[src/rtl/core_seq.sv]
// Multi-cycle instruction sequencer: fetch, decode, execute, optional data-memory
// access and write-back, with acknowledge timeouts and a sticky trap state.
module core_seq #(
  parameter int unsigned     XLEN     = 32,
  parameter logic [XLEN-1:0] RESET_PC = '0,
  parameter int unsigned     CNT_W    = 32,
  parameter int unsigned     TIMEOUT  = 255
) (
  input  logic             clk,
  input  logic             rst_n,
  // instruction memory
  output logic             imem_req,
  output logic [XLEN-1:0]  imem_addr,
  input  logic             imem_ack,
  input  logic [31:0]      imem_rdata,
  // decoder side
  output logic [31:0]      instr,
  input  logic             dec_mem,
  input  logic             dec_memw,
  input  logic             dec_regw,
  input  logic             dec_pcsrc,
  input  logic             dec_illegal,
  input  logic [XLEN-1:0]  alu_result,
  // data memory
  output logic             dmem_req,
  output logic             dmem_we,
  output logic [XLEN-1:0]  dmem_addr,
  input  logic             dmem_ack,
  // status
  output logic             rf_we,
  output logic             retire,
  output logic             trap,
  output logic [XLEN-1:0]  pc,
  output logic [CNT_W-1:0] instret
);

  localparam logic [2:0] S_FETCH  = 3'd0;
  localparam logic [2:0] S_DECODE = 3'd1;
  localparam logic [2:0] S_EXEC   = 3'd2;
  localparam logic [2:0] S_MEM    = 3'd3;
  localparam logic [2:0] S_WB     = 3'd4;
  localparam logic [2:0] S_TRAP   = 3'd5;

  localparam int unsigned     WAIT_W   = (TIMEOUT < 2) ? 1 : $clog2(TIMEOUT + 1);
  localparam logic [WAIT_W-1:0] WAIT_MAX = WAIT_W'(TIMEOUT);

  logic [2:0]        state_q,   state_d;
  logic [XLEN-1:0]   pc_q,      pc_d;
  logic [31:0]       instr_q,   instr_d;
  logic [CNT_W-1:0]  instret_q, instret_d;
  logic [WAIT_W-1:0] wait_q,    wait_d;
  logic [XLEN-1:0]   alu_q,     alu_d;
  logic              regw_q,    regw_d;
  logic              pcsrc_q,   pcsrc_d;
  logic              memw_q,    memw_d;

  logic [WAIT_W-1:0] wait_inc;
  logic              misalign;
  logic              wb_ok;

  assign wait_inc = wait_q + WAIT_W'(1);
  assign misalign = pcsrc_q && (alu_q[1:0] != 2'b00);
  assign wb_ok    = (state_q == S_WB) && !misalign;

  always_comb begin
    state_d   = state_q;
    pc_d      = pc_q;
    instr_d   = instr_q;
    instret_d = instret_q;
    wait_d    = wait_q;
    alu_d     = alu_q;
    regw_d    = regw_q;
    pcsrc_d   = pcsrc_q;
    memw_d    = memw_q;

    case (state_q)
      S_FETCH: begin
        if (imem_ack) begin
          instr_d = imem_rdata;
          state_d = S_DECODE;
        end else if (wait_inc == WAIT_MAX) begin
          state_d = S_TRAP;
        end else begin
          wait_d = wait_inc;
        end
      end
      S_DECODE: state_d = S_EXEC;
      S_EXEC: begin
        alu_d   = alu_result;
        regw_d  = dec_regw;
        pcsrc_d = dec_pcsrc;
        memw_d  = dec_memw;
        if (dec_illegal) begin
          state_d = S_TRAP;
        end else if (dec_mem) begin
          state_d = S_MEM;
          wait_d  = '0;
        end else begin
          state_d = S_WB;
        end
      end
      S_MEM: begin
        if (dmem_ack) begin
          state_d = S_WB;
        end else if (wait_inc == WAIT_MAX) begin
          state_d = S_TRAP;
        end else begin
          wait_d = wait_inc;
        end
      end
      S_WB: begin
        // A misaligned branch target faults without committing pc or instret.
        if (misalign) begin
          state_d = S_TRAP;
        end else begin
          pc_d      = pcsrc_q ? alu_q : pc_q + XLEN'(4);
          instret_d = instret_q + CNT_W'(1);
          wait_d    = '0;
          state_d   = S_FETCH;
        end
      end
      S_TRAP:  state_d = S_TRAP;
      default: state_d = S_TRAP;
    endcase
  end

  always_ff @(posedge clk or negedge rst_n) begin
    if (!rst_n) begin
      state_q   <= S_FETCH;
      pc_q      <= RESET_PC;
      instr_q   <= '0;
      instret_q <= '0;
      wait_q    <= '0;
      alu_q     <= '0;
      regw_q    <= 1'b0;
      pcsrc_q   <= 1'b0;
      memw_q    <= 1'b0;
    end else begin
      state_q   <= state_d;
      pc_q      <= pc_d;
      instr_q   <= instr_d;
      instret_q <= instret_d;
      wait_q    <= wait_d;
      alu_q     <= alu_d;
      regw_q    <= regw_d;
      pcsrc_q   <= pcsrc_d;
      memw_q    <= memw_d;
    end
  end

  // Gating with rst_n keeps the fetch request low for the whole reset window.
  assign imem_req  = rst_n && (state_q == S_FETCH);
  assign imem_addr = pc_q;
  assign instr     = instr_q;
  assign dmem_req  = (state_q == S_MEM);
  assign dmem_we   = (state_q == S_MEM) && memw_q;
  assign dmem_addr = alu_q;
  assign rf_we     = wb_ok && regw_q;
  assign retire    = wb_ok;
  assign trap      = (state_q == S_TRAP);
  assign pc        = pc_q;
  assign instret   = instret_q;

endmodule

[config.mk]
export PLATFORM = sky130hd
export DESIGN_NAME = core_seq
export DESIGN_NICKNAME = d
export VERILOG_FILES = /design/src/rtl/core_seq.sv
export SDC_FILE = /design/constraint.sdc
export NUM_CORES = 1
export LEC_CHECK = 0
export ABC_AREA = 1
export CORE_MARGIN = 2
export CORE_UTILIZATION = 30
export CTS_BUF_LIST = sky130_fd_sc_hd__clkbuf_8
export DETAILED_ROUTE_END_ITERATION = 10
export SETUP_SLACK_MARGIN = 0.15
export SKIP_CTS_REPAIR_TIMING = 1
export SLEW_MARGIN = 20
export SYNTH_ARGS = -nofsm -noshare
export SYNTH_HDL_FRONTEND = slang
export SYNTH_SLANG_ARGS = --single-unit
[constraint.sdc]
create_clock -name clk -period 1.72 [get_ports clk]
set_input_delay 0.258 -clock clk [delete_from_list [all_inputs] [get_ports clk]]
set_output_delay 0.258 -clock clk [all_outputs]
set_load 0.02 [all_outputs]
==> flow_summary.toml <==
[sta]
finalCritPeriodShare_pct = 110
timing.slew.headroom_pct = 44.8
layout_min_cycle_time_ps = 1900
final_hold_viol_count = 0
skew_ps = 13.9
finalSetupViolCount = 11
worst_pin_slew_ps = 828
max_freq_mhz = 526
rsz0062_at_grt = "yes"
slew_violations = 0
setup_ws_ps = -181

[power_and_ir_drop]
p_per_area_mw_per_mm2 = 477
peakVddDrop_mv = 0.385
leakagePower_nw = 7.78

[logic_synthesis]
synth_area_leaders = "dfrtp_1, nand2_1, nor2_1, mux2_2, inv_1"
ys_ff_latch = 142
syn_nets = 1108
syn-cell-area_sq_mm = 0.00776
yosysTopAreaCellShare_pct = 45.8
yosysWarnings = 0
synth.avg_cell_area_sq_um = 7.53
yosysTopAreaCell = "dfrtp_1"
synth_cell_types = 32
ys_seq_area_share_pct = 45.8
synth_cells = 1031

[clock_network]
root_buffer = "clkbuf_8"
cts_sinks = 142
clkLatencyLatePin_ps = 470
cts_buffers = 17
cts_tree = "yes"
clk_transition_reported_paths_ps = 100
clockBufferDepth = 2
htree_num_levels = 4

[worst_setup_path]
path_max_fanout = 4
critPathArrivalTime_ps = 1640
r2r-start = "state_q[0]"
critPathKind = "reg2out"
start_kind = "flop"
crit_required_ps = 1460
r2r_slack_ps = -60
cp-end-kind = "output port"
r2r-end = "imem_addr[16]"
critPathLaunch = "imem_addr[8]"
reg2regPathDepth = 12

[routing]
viasPerCell = 4.82
vias = 8168
drt_iter0_markers = 476
ant_nets = 0
drt-total-wl_um = 28500
firstDrtPassIters = 5
drc = 0
routedWlPerCell_um = 16.8

[global_route]
grt_pass1_vias = 7602
track_usage_pct = 19.0
grt-ovfl-total = 0
grt_pass1_wl_um = 39900
grt_max_degree = 143
antenna_found_initial = 0

[floorplanning]
dieWidth_um = 165
die_y_um = 165
initial_core_util_pct = 30.7
fp-row-count = 58
core_area_sq_mm = 0.0253
ioPinCount = 239
die_area_sq_mm = 0.0272

[hold_path]
whs_endpoint = "dmem_addr[3]"
min_from = "alu_result[3]"
hold_depth = 3
min_path_type = "in2reg"

[placement]
hpwl_um = 18800
gp_congestion = 0.898
numPortBuffers = 238
dp.cells = 1606
place_ws_ps = -139

[run_status]
outcome = "complete, but fails checks"
failed_checks = "negative setup slack"

[final_layout]
antennaDiodeCount = 0
layout.cells.non_filler = 1696
area_growth_pct = 69.4
drive_gt1_share_pct = 30.7
finalNetCount = 1430

[flow_run]
cap_violations = 0
## metal layers
| metal | vias to the layer above | global-route usage, % | routed length (um) |
|---|---|---|---|
| met5 | - | 0 | 0 |
| met4 | 0 | 5.61 | 622 |
| met3 | 43 | 5.20 | 2050 |
| met2 | 273 | 30.5 | 13800 |
| met1 | 3961 | 25.1 | 12100 |
| li1 | 3891 | - | - |
## flip-flops by register name, indices dropped and copies added, names as in the netlist
name,flops
dmem_addr,32
imem_addr,32
instr,32
instret,32
memw_q,1
pcsrc_q,1
regw_q,1
state_q,3
wait_q,8
## power breakdown
| group | switching [W] | internal [W] |
|---|---|---|
| Clock | 0.00160 | 0.00108 |
| Combinational | 0.000104 | 0.000150 |
| Sequential | 0 | 0.00333 |
## worst max-delay path: stages (launching register included)
cell and delay, ps:
dfrtp_1 410, buf_4 170, clkdlybuf4s50_1 600
## worst max-delay path by stage
| stage | endpoint | slack [ps] | cells after the start |
|---|---|---|---|
| after global placement | rf_we | -160 | 6 |
| after detailed placement | rf_we | -140 | 6 |
| after floorplan | imem_addr[16] | 140 | 12 |
| final | pc[8] | -180 | 2 |
| after global routing | pc[8] | -230 | 2 |
| after CTS | rf_we | -670 | 6 |
## logic make-up after synthesis
group | synth area share [%]
buffers and inverters | 9.32
AO/OA/AOI/OAI | 6.02
AND/OR/NAND/NOR | 31.5
multiplexers | 4.64
XOR/XNOR | 2.03
adder cells (fa/ha/maj) | 0.645
flip-flops | 45.8
## layout by cell type, fill, tap and decap left out, drive strengths merged
cell type	instances
ha	4
clkinvlp	1
nand4	18
a31oi	2
a21oi	20
o21ai	62
a2bb2oi	1
clkinv	2
nor3	7
o21bai	1
inv	111
nand2	365
nand3b	17
dlymetal6s2s	148
and3	2
buf	123
xnor2	6
nor2	119
mux2	32
o22ai	2
o211ai	2
dfrtp	142
nor4	1
dlygate4sd3	1
clkdlybuf4s50	73
xor2	12
nand3	59
clkbuf	33
## stage by stage
stage	util, %	hold WS (ps)	power [W]	instance area, sq um	TNS, ps
final	52.0	326	0.00627	13100	-691
after global placement	42.7	487	0.00365	10800	-282
after CTS	44.2	6.04	0.00634	11200	-19270
after detailed placement	42.7	492	0.00365	10800	-324
after global routing	52.0	315	0.00651	13100	-1920
after floorplan	-	-37.6	0.00340	7790	0
## Yosys cell counts
master	count
o211ai_1	2
o22ai_1	2
dfrtp_1	142
nand2_2	5
buf_1	3
inv_2	5
nand3_2	1
clkbuf_1	12
o21ai_1	7
buf_4	32
o21bai_1	1
a31oi_1	2
a21oi_1	20
nor4_1	1
and3_1	2
nor3_1	7
inv_1	94
nand4_2	1
nand3b_1	17
nand4_1	17
o21ai_0	55
nand3_1	58
buf_2	11
nor2_1	114
nor2_2	4
mux2_2	32
nand2_1	360
ha_1	4
xor2_1	12
xnor2_1	6
a2bb2oi_1	1
nor2_4	1
## area by class of cell
cell class	instances	area, sq um
sequential	142	3590
clock buffer	17	234
tap	330	413
clock inverter	15	141
multi-input combinational	732	4310
fill	2368	12100
timing repair buffer	361	4080
inverter	99	374
Power figures use the tool's default switching activity.
